`src/rtl/crc_pkg.sv`:
```
`default_nettype none
// ============================================================================
//  Module      : crc_pkg
//  Description : Shared types, constants and helpers for the CRC engine.
//  Revision    : 1.0 - initial release
// ============================================================================
package crc_pkg;

    // Engine control states
    typedef enum logic [1:0] {
        IDLE  = 2'd0,
        SHIFT = 2'd1,
        DONE  = 2'd2
    } crc_state_t;

    // Common generator polynomials (implicit top term omitted)
    localparam logic [31:0] CRC32_POLY       = 32'h04C11DB7;
    localparam logic [15:0] CRC16_CCITT_POLY = 16'h1021;

    // Widest vector the generic reversal helper handles
    localparam int REFLECT_MAX_W = 64;

    // Reverse the low 'width' bits of 'value'; bits above 'width' return zero
    function automatic logic [REFLECT_MAX_W-1:0] reflect(
        input logic [REFLECT_MAX_W-1:0] value,
        input int                       width
    );
        logic [REFLECT_MAX_W-1:0] r;
        r = '0;
        for (int i = 0; i < REFLECT_MAX_W; i++) begin
            if (i < width) begin
                r[i] = value[width-1-i];
            end
        end
        return r;
    endfunction

endpackage : crc_pkg
`default_nettype wire

```
`src/rtl/crc_step.sv`:
```
`default_nettype none
// ============================================================================
//  Module      : crc_step
//  Description : Combinational fold of BITS_PER_CYC message bits into a CRC
//                value, MSB (i_data[BITS_PER_CYC-1]) first.
//  Revision    : 1.0 - initial release
// ============================================================================
module crc_step #(
    parameter int               CRC_W        = 32,
    parameter int               BITS_PER_CYC = 1,
    parameter logic [CRC_W-1:0] POLY         = CRC_W'(32'h04C11DB7)
) (
    input  logic [CRC_W-1:0]        i_crc,
    input  logic [BITS_PER_CYC-1:0] i_data,
    output logic [CRC_W-1:0]        o_crc
);

    // Unrolled chain of single-bit LFSR steps
    always_comb begin : p_fold
        logic [CRC_W-1:0] v;
        logic             fb;
        v  = i_crc;
        fb = 1'b0;
        for (int b = BITS_PER_CYC - 1; b >= 0; b--) begin
            fb = v[CRC_W-1] ^ i_data[b];
            v  = {v[CRC_W-2:0], 1'b0} ^ (fb ? POLY : '0);
        end
        o_crc = v;
    end

endmodule : crc_step
`default_nettype wire

```
`src/rtl/crc_engine.sv`:
```
`default_nettype none
// ============================================================================
//  Module      : crc_engine
//  Description : Parametrised multi-word CRC generator. Folds one DATA_W-bit
//                word per accepted crc_start into a running CRC register,
//                BITS_PER_CYC bits per clock, with start/busy/ready handshake.
//                Words chain into one message CRC until crc_reset.
//  Options     : `define CRC_REFLECT_EN  - fold words LSB first and reflect
//                the output (zlib CRC-32 style). Default: MSB first.
//  Revision    : 1.0 - initial release
// ============================================================================
module crc_engine
    import crc_pkg::*;
#(
    parameter int               CRC_W        = 32,
    parameter int               DATA_W       = 32,
    parameter int               BITS_PER_CYC = 1,
    parameter logic [CRC_W-1:0] POLY         = CRC_W'(CRC32_POLY),
    parameter logic [CRC_W-1:0] INIT         = '1,
    parameter logic [CRC_W-1:0] XOR_OUT      = '1
) (
    input  logic              CLK,
    input  logic              nRST,
    input  logic [DATA_W-1:0] data_in,
    input  logic              crc_reset,
    input  logic              crc_start,
    output logic              crc_busy,
    output logic              crc_ready,
    output logic [CRC_W-1:0]  crc_out
);

    localparam int              STEPS  = DATA_W / BITS_PER_CYC;
    localparam int              CNT_W  = (STEPS > 1) ? $clog2(STEPS) : 1;
    localparam logic [CNT_W-1:0] C_LAST = CNT_W'(STEPS - 1);

    crc_state_t        r_state;
    crc_state_t        w_state_nxt;
    logic [CRC_W-1:0]  r_crc;
    logic [CRC_W-1:0]  w_crc_step;
    logic [DATA_W-1:0] r_shift;
    logic [DATA_W-1:0] w_word;
    logic [CNT_W-1:0]  r_cnt;
    logic              w_accept;

    // Word ordering and output presentation (reflected build swaps bit order)
`ifdef CRC_REFLECT_EN
    assign w_word  = DATA_W'(reflect(REFLECT_MAX_W'(data_in), DATA_W));
    assign crc_out = CRC_W'(reflect(REFLECT_MAX_W'(r_crc), CRC_W)) ^ XOR_OUT;
`else
    assign w_word  = data_in;
    assign crc_out = r_crc ^ XOR_OUT;
`endif

    // Top BITS_PER_CYC bits of the shift register are folded each SHIFT cycle
    crc_step #(
        .CRC_W        (CRC_W),
        .BITS_PER_CYC (BITS_PER_CYC),
        .POLY         (POLY)
    ) u_step (
        .i_crc  (r_crc),
        .i_data (r_shift[DATA_W-1 -: BITS_PER_CYC]),
        .o_crc  (w_crc_step)
    );

    // Next-state and handshake outputs; crc_reset overrides everything
    always_comb begin
        w_state_nxt = r_state;
        w_accept    = 1'b0;
        crc_busy    = (r_state == SHIFT);
        crc_ready   = (r_state == DONE);
        if (crc_reset) begin
            w_state_nxt = IDLE;
        end else begin
            case (r_state)
                IDLE, DONE: begin
                    if (crc_start) begin
                        w_accept    = 1'b1;
                        w_state_nxt = SHIFT;
                    end else begin
                        w_state_nxt = IDLE;
                    end
                end
                SHIFT: begin
                    if (r_cnt == C_LAST) begin
                        w_state_nxt = DONE;
                    end
                end
                default: w_state_nxt = IDLE;
            endcase
        end
    end

    // State register and datapath; CRC is kept across words for chaining
    always_ff @(posedge CLK or negedge nRST) begin
        if (!nRST) begin
            r_state <= IDLE;
            r_crc   <= INIT;
            r_shift <= '0;
            r_cnt   <= '0;
        end else begin
            r_state <= w_state_nxt;
            if (crc_reset) begin
                r_crc   <= INIT;
                r_shift <= '0;
                r_cnt   <= '0;
            end else if (w_accept) begin
                r_shift <= w_word;
                r_cnt   <= '0;
            end else if (r_state == SHIFT) begin
                r_crc   <= w_crc_step;
                r_shift <= r_shift << BITS_PER_CYC;
                if (r_cnt != C_LAST) begin
                    r_cnt <= r_cnt + CNT_W'(1);
                end
            end
        end
    end

endmodule : crc_engine
`default_nettype wire

```
`config.mk`:
```
export PLATFORM = sky130hd
export DESIGN_NAME = crc_engine
export DESIGN_NICKNAME = d
export VERILOG_FILES = /design/src/rtl/crc_pkg.sv /design/src/rtl/crc_step.sv /design/src/rtl/crc_engine.sv
export SDC_FILE = /design/constraint.sdc
export NUM_CORES = 1
export LEC_CHECK = 0
export CAP_MARGIN = 20
export CORE_MARGIN = 2
export CORE_UTILIZATION = 55
export CTS_CLUSTER_DIAMETER = 40
export CTS_CLUSTER_SIZE = 28
export DETAILED_ROUTE_END_ITERATION = 8
export PLACE_DENSITY = 0.94
export SLEW_MARGIN = 10
export SYNTH_ARGS = -nofsm -noshare
export SYNTH_HDL_FRONTEND = slang
export SYNTH_SLANG_ARGS = --single-unit
export TNS_END_PERCENT = 30
```
`constraint.sdc`:
```
create_clock -name CLK -period 3.1 [get_ports CLK]
set_input_delay 0.465 -clock CLK [delete_from_list [all_inputs] [get_ports CLK]]
set_output_delay 0.465 -clock CLK [all_outputs]
set_load 0.01 [all_outputs]
```
==> Yosys cells after proc, flatten, opt, wreduce, memory -nomap -nowiden <==
Cells that the tools add are included.
{ "word_totals": {"register_bits": 71, "in_bits": 36, "out_inout_bits": 34, "elab_cells": 39} }
{ "classes": {"n_addsub": 1, "n_eq_ne": 6, "mux": 18, "n_bitwise": 3, "reduce_logical": 7} }
{ "ops": {"columns": ["op", "n"], "rows": [
  ["32-bit two-way mux", 6],
  ["32-bit inverter", 1],
  ["32-bit XOR", 1],
  ["27-bit two-way mux", 1],
  ["5-bit two-way mux", 4],
  ["3-bit nonzero test", 2],
  ["5-bit by 1-bit adder with 5-bit output, second input constant", 1],
  ["5-bit equality test, second input constant", 1],
  ["5-bit != test, second input constant", 1],
  ["1-bit two-way mux", 4],
  ["2-bit two-way mux", 2],
  ["2-bit case mux with 2 select lines", 1],
  ["2-bit AND reduction", 2],
  ["3-bit by 2-bit != test with 1-bit output, second input constant", 1],
  ["2-bit by 1-bit equality test with 1-bit output, second input constant", 1],
  ["2-bit equality test, second input constant", 1],
  ["2-bit logical NOT", 1],
  ["2-bit != test, second input constant", 1],
  ["2-bit nonzero test", 1],
  ["2-bit OR reduction", 1],
  ["1-bit XOR", 1]
]} }

==> Logic depth before layout (Yosys ltp) <==
{ "depth": {"depth_word": 6, "ltp_mapped": 6, "ltp_nobuf": 6} }

==> Hierarchy <==
Synthesis repeated with hierarchy kept, for this count alone.
{ "hier_totals": {"hier_cells": 354, "hier_area_um2": 4237.8} }
{ "by_module_without_submodules": {"columns": ["module", "n_inst", "cells_per_inst", "area_per_inst_um2", "seq_area_each_um2"], "rows": [
  ["crc_engine", 1, 318, 3728.6, 1816.7],
  ["crc_step", 1, 36, 509.2, 0.0]
]} }

==> Worst setup path before layout <==
No wires, ideal clock.
{ "synth_timing": {"path_kind": "reg2reg", "start": "register r_cnt[0]", "end": "register r_cnt[1]", "setup_ns": 0.137, "arrival_ns": 1.501, "required_ns": 2.963, "slack_ns": 1.461, "path_stages_with_launch": 7, "path_buffers": 0, "synth_period_minus_slack_ns": 1.639, "path_cell_list": "dfrtp_1 -> ha_1 -> and3_1 -> ha_1 -> nor3b_4 -> mux2i_1 -> nor3_1"} }
{ "synth_via": {"elab_chain_cells": 5, "word_cells_on_any_way": 8, "classes_between": "add/sub: 1; eq/ne: 1; mux: 4; reduce/logical: 2"} }
{ "synth_rtl": {"columns": ["element", "line_no", "rtl"], "rows": [
  ["start, declared", "crc_engine.sv:42", "logic [CNT_W-1:0] r_cnt;"],
  ["start signal, assigned", "crc_engine.sv:113", "r_cnt <= r_cnt + CNT_W'(1);"],
  ["5-bit by 1-bit adder with 5-bit output", "crc_engine.sv:113", null],
  ["5-bit two-way mux", "crc_engine.sv:112", "if (r_cnt != C_LAST) begin"],
  ["5-bit two-way mux", "crc_engine.sv:109", "end else if (r_state == SHIFT) begin"],
  ["5-bit two-way mux", "crc_engine.sv:106", "end else if (w_accept) begin"],
  ["5-bit two-way mux", "crc_engine.sv:102", "if (crc_reset) begin"]
]} }
Parallel ways exist; a longest one is shown, timed or not. The select of a mux whose other input is x is not followed.
A chain may end at the register's enable or synchronous reset.

==> Worst setup path after layout <==
{ "layout_timing": {"start": "register r_state[0]", "end": "output crc_busy"} }
{ "layout_via": {"elab_chain_cells": 1} }
{ "layout_rtl": {"columns": ["element", "line_no", "rtl"], "rows": [
  ["start, declared", "crc_engine.sv:36", "crc_state_t r_state;"],
  ["start signal, assigned", "crc_engine.sv:101", "r_state <= w_state_nxt;"],
  ["2-bit by 1-bit equality test with 1-bit output", "crc_engine.sv:69", "crc_busy = (r_state == SHIFT);"],
  ["end, declared", "crc_engine.sv:27", "output logic crc_busy,"]
]} }
Every way passes these cells.

==> results.md <==
| Item | Reported | Unit |
|---|---|---|
| PnR Total Power | 2.557 | mW |
| Result of the run | finished clean | - |
| Series of cell instances along the critical path | nand2b_2, clkinv_1, clkdlybuf4s50_1 | - |
| Number of global-route vias before repair | 2721 | - |
| Global-route wire length before repair | 12650 | um |
| Count of TritonRoute iterations in the first routing pass | 4 | - |
| Flops & latches, synth | 71 | - |
| Antenna diode instance count | 0 | - |
| Cell count after synthesis | 332 | - |
| RePlAce Congestion | 0.7820 | - |
| Smallest hold slack | 0.1959 | ns |
| Final net count | 428 | - |
| Number of enable-type register cells in the synthesized netlist | 0 | - |
| Kind of launch point of the worst setup path | flip-flop | - |
| Detailed Place HPWL | 4936 | um |
| Pin count of the biggest net entering global routing | 90 | - |
| Clock tree buffer depth | 2 | - |
| End of the worst register-to-register path | r_shift[17] | - |
| Worst slack at placement | 0.7621 | ns |
| CP required | 2.63 | ns |
| Number of buffer cells added on primary ports | 69 | - |
| Core utilization of the finished layout | 0.7083 | - |
| Final setup slack of the worst path | 0.8679 | ns |
| Num CTS Buffers | 9 | - |
| Delay of the slowest cell on the worst path | 0.55 | ns |
| Global-route usage over all layers | 0.2170 | - |
| Yosys warning total | 0 | - |
| Starting density of the core | 0.5746 | - |
| Tightest Hold Check Type | input port to asynchronous set/reset pin | - |
| Portion of the post-synthesis area used by sequential elements | 0.4951 | - |
| Via Count | 2716 | - |
| Largest voltage drop on the vdd net | 355.8 | uV |
| Most used flip-flop cell after synthesis | sky130_fd_sc_hd__dfrtp_1 | - |
| Top-level I/O count | 70 | - |
| PwrDens | 565.3 | mW/mm^2 |
| TritonCTS sink count | 71 | - |
| Post-Syn Nets | 370 | - |
| Drt drc | 0 | - |
| Setup clock skew after layout | 0.007454 | ns |
| Number of cells in the finished layout apart from fillers | 472 | - |
| Period minus WS final | 2.232 | ns |
| Slowest cell on the critical path | sky130_fd_sc_hd__clkdlybuf4s50_1 | - |
| Share of synthesized flip-flops with an asynchronous set or reset | 1.000 | - |
| Number of fill cells | 437 | - |
| Area taken by multi-input logic gates | 0.001519 | mm^2 |
| Endpoint of the worst setup timing path | crc_busy | - |
| Placed Cells incl. Taps | 456 | - |
| Count of antenna-violating nets left after detailed routing | 0 | - |
| Number of slew-limit violations in the final report | 0 | - |
| RSZ-0062 raised after global routing | no | - |
| Headroom to the max-slew limit | 0.3340 | - |
| Number of H-tree branching levels | 3 | - |
| Total number of placement rows | 29 | - |
| Clock-pin slew on the worst setup and hold paths | 0.07 | ns |
| Slew at the pin closest to its max-slew limit | 0.9941 | ns |
| Die height | 85.69 | um |
| Count of buffers added by post-CTS timing repair for setup | 0 | - |
| PostCTS Resize Cnt | 0 | - |
| Timing startpoint of the critical path | r_state[0] | - |
| Worst endpoint data arrival time | 1.77 | ns |
| Syn-to-layout area delta | 23.25 | % |
| Worst reg2reg setup slack | 1.08 | ns |
| Final setup violation count | 0 | - |
| Count of hold-fix buffers inserted at cts | 0 | - |
| Reg2reg path depth | 3 | - |
| Overall overflow remaining after global route | 0 | - |
| Skew-Pair Late Insertion Delay | 0.34 | ns |
| Final sum of negative setup slack | 0 | ns |
| Post-route cell area | 0.004523 | mm^2 |
| Post-synthesis cell area | 0.003670 | mm^2 |
| Achievable clock frequency | 448.0 | MHz |
| Fraction of layout cells with a size suffix above 1 | 0.2380 | - |
| Most common library cell in the layout ignoring fill and taps | sky130_fd_sc_hd__clkdlybuf4s50_1 | - |
| Commonest non-fill, non-tap cells in the layout | sky130_fd_sc_hd__clkdlybuf4s50_1, sky130_fd_sc_hd__nand2_1, sky130_fd_sc_hd__o211ai_1 | - |
| Post-placement cell area | 0.004307 | mm^2 |
| Type of element capturing the critical path | primary output | - |
| Library cells used by synthesis | 33 | - |
| Clock root buffer master | sky130_fd_sc_hd__clkbuf_8 | - |
| Max FO, Critical Path | 8 | - |
| Chip Width | 85.69 | um |
| Leakage power summed over all cells | 1.995 | nW |
| Mean area per synthesized cell | 11.05 | um^2 |
| Core Area | 0.006386 | mm^2 |
| Max-cap check violation count | 0 | - |
| Type of the setup path with the least slack | flip-flop to primary output | - |
| Post-route clock period utilization | 0.7200 | - |
| TritonCTS clock tree | built | - |
| Via-to-Cell Ratio | 5.754 | - |
| Hold Fails Final Rpt | 0 | - |
| Routed wirelength normalized by instance count | 15.75 | um |
| Die area | 0.007342 | mm^2 |
| Final wirelength | 7435 | um |
| Area of all sequential standard cells | 0.001817 | mm^2 |
| Drt first-iter violations | 122 | - |
| Number of antenna violations at the first check in global routing | 0 | - |
| Origin of the critical flop-to-flop path | r_state[0] | - |
-- cells by family (layout without fill, tap and decap cells) --
logic type      count (synthesis)  count (layout)  share of synthesized area
fa+ha+maj                       2               2                   0.006818
buf+inv                        63             126                    0.09171
xor+xnor                       16              16                    0.04023
compound gates                109             109                     0.2649
mux                             3               3                   0.008183
flops                          71              71                     0.4951
simple gates                   68              68                    0.09308
-- final cells by class --
type,count,share of cell area
Sequential cell,71,0.4017
Clock inverter,5,0.01189
Tap cell,77,0.02130
Multi-Input combinational cell,198,0.3358
Timing Repair Buffer,75,0.1643
Clock buffer,11,0.03596
Inverter,35,0.02905
-- synth_stat cells (2+ instances only) --
master / number / share of area
sky130_fd_sc_hd__and3_1: 2 / 0.0034
sky130_fd_sc_hd__mux2i_1: 3 / 0.0082
sky130_fd_sc_hd__clkbuf_1: 8 / 0.0082
sky130_fd_sc_hd__o21ai_0: 4 / 0.0055
sky130_fd_sc_hd__nor3_1: 3 / 0.0041
sky130_fd_sc_hd__o211ai_1: 50 / 0.10
sky130_fd_sc_hd__dfstp_2: 32 / 0.23
sky130_fd_sc_hd__a2bb2oi_2: 29 / 0.12
sky130_fd_sc_hd__buf_2: 5 / 0.0068
sky130_fd_sc_hd__a21oi_1: 13 / 0.018
sky130_fd_sc_hd__nand2_1: 51 / 0.052
sky130_fd_sc_hd__inv_1: 33 / 0.034
sky130_fd_sc_hd__xnor2_1: 15 / 0.036
sky130_fd_sc_hd__a2bb2oi_1: 2 / 0.0048
sky130_fd_sc_hd__ha_1: 2 / 0.0068
sky130_fd_sc_hd__nor3b_4: 2 / 0.010
sky130_fd_sc_hd__buf_6: 10 / 0.031
sky130_fd_sc_hd__dfrtp_1: 39 / 0.27
sky130_fd_sc_hd__buf_4: 5 / 0.010
sky130_fd_sc_hd__o21ai_1: 10 / 0.014
sky130_fd_sc_hd__nand2b_1: 2 / 0.0034
-- power breakdown --
part / switching [mW] / internal [mW]
clock network: 0.339 / 0.440
logic: 0.305 / 0.331
registers: 0.0739 / 1.07
total: 0.719 / 1.84
-- flip-flops by register name, indices dropped and copies added (netlist names) --
register	cells
r_cnt	5
r_state	2
r_crc	32
r_shift	32
-- routing by layer --
layer / GRT usage / up-vias / part of all wire
met1: 0.2973 / 1319 / 0.44
li1: - / 1281 / -
met2: 0.3494 / 101 / 0.49
met4: 0.08225 / 0 / 0.017
met5: 0 / - / 0
met3: 0.03561 / 15 / 0.057
-- worst min path at each step --
| stage | start | endpoint | cells after the start |
|---|---|---|---|
| 3_3_place_gp | r_crc[20] | r_crc[20] | 2 |
| 2_1_floorplan | nRST | r_cnt[0] | 0 |
| 5_1_grt | nRST | r_shift[0] | 1 |
| 4_1_cts | nRST | r_shift[10] | 1 |
| 6_report | nRST | r_shift[12] | 1 |
| 3_5_place_dp | r_crc[21] | r_crc[21] | 2 |
-- worst max-delay path, delay by kind of cell, from the launching register on --
kind / cells / cell delay (ns)
AND/OR/NAND/NOR: 1 / 0.16
buffers and inverters: 2 / 0.78
flip-flops: 1 / 0.49
(Power assumes the default switching activity.)
==> variant 1, RTL diff (same settings) <==
Re-encode `crc_state_t` (3 states) as one-hot, 3 bits wide.
--- a/src/rtl/crc_pkg.sv
+++ b/src/rtl/crc_pkg.sv
@@ -9,6 +9,6 @@
     // Engine control states
-    typedef enum logic [1:0] {
-        IDLE  = 2'd0,
-        SHIFT = 2'd1,
-        DONE  = 2'd2
+    typedef enum logic [2:0] {
+        IDLE  = 3'b001,
+        SHIFT = 3'b010,
+        DONE  = 3'b100
     } crc_state_t;
Behaviour: same outputs for any inputs over 10 cycles, from zero or initial values and one cycle with nRST low; not proved beyond that.
==> variant 1 against the unedited design <==
Combinational power is 50% lower. Cell count is 4.9% lower. Power is 8.7% lower. Worst setup slack worse by 0.41 ns. Area after synthesis is 7.7% lower. Routed wire length is 10% higher. Die area is 7.3% lower. Non-clock buffer count is 3 higher. Worst hold slack worse by 0.071 ns. Cell area is 2.0% lower. Sequential power is 9% lower. Utilization is 4.0 points higher. Fmax is 16% lower. Sequential cell count is 1 higher. Critical endpoint unchanged.
==> variant 1: results (changes against the unedited design) <==
Run status
  – Run status: completed

Placement
  – # placed instances: 432 (-5.3%)
  – Pre-CTS WS: 0.6457 ns (-0.1163 ns)

Worst setup path
  – Worst Path Arrival: 2.18 ns (+0.41 ns)
  – Worst reg-to-reg path cell count: 7 (+4)
  – Crit. Startpoint: r_state[2]$_DFFE_PN0P_
  – R2R Path End: r_cnt[3]$_DFFE_PN0P_
  – Slowest stage delay, CP: 0.65 ns (+0.10 ns)
  – Critical-path maximum fanout: 37 (+29)
  – Worst R2R Start: r_cnt[0]$_DFFE_PN0P_
  – Setup slack, reg-to-reg: 0.95 ns (-0.13 ns)

Pwr
  – Comb pwr: 0.318 mW (-50%)

Layout
  – Area grow syn2layout: 30.83%
  – Clk_buf instances: 10 (-1)
  – Multi-input gates: 173 (-13%)
  – Layout clock area frac: 0.05842 (+0.01057)
  – Nets: 407 (-4.9%)
  – Non-clk bufs: 78 (+4.0%)
  – Seq/total area: 0.4158 (+0.01409)
  – Data buffer area share: 0.1744 (+0.01011)
  – Num sequential: 72 (+1.4%)
  – Fraction of area in multi-input gates: 0.3006 (-0.03523)

Synthesis
  – Synth top area cells: dfrtp_1 (29%), dfstp_2 (26%), mux2_2 (10%)
  – Synthesized Nets: 338 (-8.6%)

Route
  – Initial DRC Count: 233 (+91%)
  – Via-to-Cell Ratio: 5.777 (+0.40%)
  – Routed wire length: 8.213 mm (+10%)

Floorplan
  – Width of the chip: 82.49 microns (-3.7%)

STA
  – Achievable Freq: 377.9 MHz (-16%)
  – Worst hold slack: 0.1251 ns (-0.07086 ns)

Clock tree
  – Clk Latency, worst-skew pair: 0.36 ns (+0.02 ns)
variant 1: changes by cell type in the layout (fill, tap and decap cells not counted), moves of 14 or more:
| cell | before | now |
|---|---|---|
| o211ai_1 | 50 | 32 |
| nand2_1 | 51 | 37 |
| a2bb2oi_2 | 29 | 0 |
| a22o_1 | 0 | 31 |
| mux2_2 | 0 | 31 |
variant 1: kinds of logic after synthesis:
family	Yosys count	share of synthesized area
AOI/OAI and AO/OA	73	0.1688
DFF	72	0.5439
buffers and inverters	55	0.06499
and+or+nand+nor	48	0.06241
muxes	32	0.1060
xor gates and xnor gates	18	0.04653
adders and majority gates	2	0.007384
variant 1: metal layers:
layer / vias up / global-route usage / share of wire
met2: 83 / 0.4129 / 0.53
met4: 0 / 0.1443 / 0.037
met5: - / 0 / 0
li1: 1183 / - / -
met1: 1297 / 0.2873 / 0.39
met3: 31 / 0.06848 / 0.042
==> variant 2, RTL diff (same settings) <==
Made on the original files. `CRC_W` is set to 32 in 2 places; all go to 28.
--- a/src/rtl/crc_step.sv
+++ b/src/rtl/crc_step.sv
@@ -8,3 +8,3 @@
 module crc_step #(
-    parameter int               CRC_W        = 32,
+    parameter int               CRC_W        = 28,
     parameter int               BITS_PER_CYC = 1,
--- a/src/rtl/crc_engine.sv
+++ b/src/rtl/crc_engine.sv
@@ -14,3 +14,3 @@
 #(
-    parameter int               CRC_W        = 32,
+    parameter int               CRC_W        = 28,
     parameter int               DATA_W       = 32,
Interface: changed (resized crc_out); port bits go from 70 to 66. No check against the original RTL was run, so the function may have changed too.
==> variant 2 against the unedited design <==
Sequential power is 9% lower. Cell area is 8.1% lower. Routed wire length is 2.8% lower. Worst setup slack worse by 0.37 ns. Power is 14% lower. Non-clock buffer count is 3 lower. Area after synthesis is 9.8% lower. Sequential cell count is 4 lower. Combinational power is 25% lower. Largest power group unchanged. Highest routed layer unchanged.
==> variant 2: results (changes against the unedited design) <==
Run status
  – Run status: completed

Pwr
  – Leak: 1.895 nW (-5.0%)
  – Worst-case vdd ir drop: 0.2923 mV (-18%)
  – Internal power: 1.584 mW (-14%)

Route
  – WL/cell: 16.02 microns (+1.7%)
  – Initial DRC Count: 151 (+24%)
  – Via-to-Cell Ratio: 5.763 (+0.15%)
  – Drt pass-1 iters: 4 (unchanged)

Placement
  – PortBufs: 65 (-5.8%)
  – Area after DPL: 3960 sq um (-8.0%)
  – Global placement routability congestion: 0.7867 (+0.60%)
  – DP HPWL: 4.617 mm (-6.5%)

Global route
  – Largest net degree at the start of global routing: 55 (-39%)
  – First-pass GRT wire length: 12.27 mm (-3.1%)
  – Tot GR Track Use: 0.2411 (+0.02411)
  – Global route overflow: 0 (unchanged)
  – Initial antenna violation count: 0 (unchanged)
  – Vias in the first global route: 2599 (-4.5%)

Layout
  – Top flop regs: r_shift: 32 flops, r_crc: 28 flops, r_cnt: 5 flops
  – Nets: 409 (-4.4%)
  – Share of layout cells above drive strength 1: 0.1862 (-0.05180)
  – Ant. Diodes: 0 (unchanged)
  – # fillers: 454 (+3.9%)

Synthesis
  – Adder-Cell Fraction of Synth Area: 0.007556 (+0.0007368)
  – Post-synthesis async set-or-reset flop share: 1.000 (unchanged)
  – Synthesized Nets: 353 (-4.6%)
  – Synth top area cells: dfrtp_1 (29%), dfstp_2 (22%), a2bb2oi_1 (8.2%)
  – Mux cell area share after synthesis: 0.009067 (+0.0008841)
  – Yosys cell types: 32 (-3.0%)
  – Synth cell count leaders: nand2_1 (47), dfrtp_1 (39), o211ai_1 (36), a2bb2oi_1 (31), inv_1 (29)
  – Post-synthesis compound-gate area fraction: 0.2444 (-0.02049)
  – Xor-xnor portion of the synthesized cell area: 0.04458 (+0.004347)
  – Yosys warns: 0 (unchanged)
  – Sequential fraction of the synthesis area: 0.5168 (+0.02176)

Clock tree
  – Clk Latency, worst-skew pair: 0.34 ns (about the same)
  – CTS root buffer: clkbuf_8
  – Post_cts resized: 0 (unchanged)
  – CTS max path bufs: 2 (unchanged)
  – CTS HTree Levels: 3 (unchanged)
  – CTS Buf Count: 9 (unchanged)
  – Post-CTS Setup Bufs: 0 (unchanged)
  – Clock-pin slew on the worst setup and hold paths: 0.08 ns

STA
  – Clock Skews: 0.01039 ns (+0.002932 ns)
  – Slew HR: 0.3391 (+0.005072)

Worst setup path
  – Worst Path Arrival: 2.14 ns (+0.37 ns)
  – Critical-path maximum fanout: 28 (+20)
-- variant 2: final timing paths --
| kind | slack, ns | startpoint | cells after the start | to |
|---|---|---|---|---|
| max | 0.49 | r_state[1]$_DFFE_PN0P_ | 3 | crc_busy |
| min | 0.42 | nRST | 1 | r_crc[21]$_DFFE_PN1P_ |
| max reg2reg | 1.07 | r_state[1]$_DFFE_PN0P_ | 3 | r_shift[22]$_DFFE_PN0P_ |
| min reg2reg | 0.52 | r_crc[3]$_DFFE_PN1P_ | 2 | r_crc[3]$_DFFE_PN1P_ |
| max in group asynchronous | 2.33 | nRST | 2 | r_crc[25]$_DFFE_PN1P_ |
| min in group CLK | 0.52 | r_crc[3]$_DFFE_PN1P_ | 2 | r_crc[3]$_DFFE_PN1P_ |
-- variant 2: logic make-up after synthesis --
kind of cell,count (synthesis)
AO/OA/AOI/OAI,105
buffers and inverters,58
AND/OR/NAND/NOR,64
adder cells (fa/ha/maj),2
flip-flops,67
multiplexers,3
XOR/XNOR,16
-- variant 2: final cells by class --
cell class / count / area (sq um) / area share
flip-flops and latches: 67 / 1712 / 0.4118
multi-input cells: 190 / 1328 / 0.3194
repair buffers: 72 / 710.7 / 0.1710
clock buffers: 11 / 162.7 / 0.03913
inverters: 31 / 116.4 / 0.02800
well taps: 75 / 93.84 / 0.02258
clock inverters: 5 / 33.78 / 0.008128
-- variant 2: worst max-delay path, stage by stage, from the launching register on --
cell,delay [ns]
dfrtp_1,0.43
nand2b_2,0.47
inv_2,0.31
clkdlybuf4s50_1,0.58
-- variant 2: power groups by stage --
| stage | combinational [mW] | sequential [mW] | clock (mW) |
|---|---|---|---|
| after global placement | 0.461 | 1.04 | 0 |
| after CTS | 0.481 | 1.03 | 0.707 |
| final | 0.477 | 1.04 | 0.698 |
| after detailed placement | 0.477 | 1.05 | 0 |
| after global routing | 0.523 | 1.05 | 0.749 |
| after floorplan | 0.313 | 1.03 | 0 |
-- variant 2: metrics by stage --
| stage | instances | worst slack [ns] | hold WS (ns) |
|---|---|---|---|
| global route | 451 | 0.3827 | 0.4639 |
| global placement | 435 | 0.9413 | 0.4906 |
| detailed placement | 435 | 0.8960 | 0.5073 |
| floorplan | 315 | 1.461 | 0.1694 |
| finish | 451 | 0.4949 | 0.4190 |
| CTS | 451 | 0.5083 | 0.4143 |
-- variant 2: per-layer routing --
metal / GRT usage / up-vias / wire length [microns]
met5: 0 / - / 0
met4: 0.1050 / 0 / 89
met3: 0.03846 / 8 / 351
met2: 0.3852 / 90 / 3618
met1: 0.3280 / 1284 / 3165
li1: - / 1217 / -
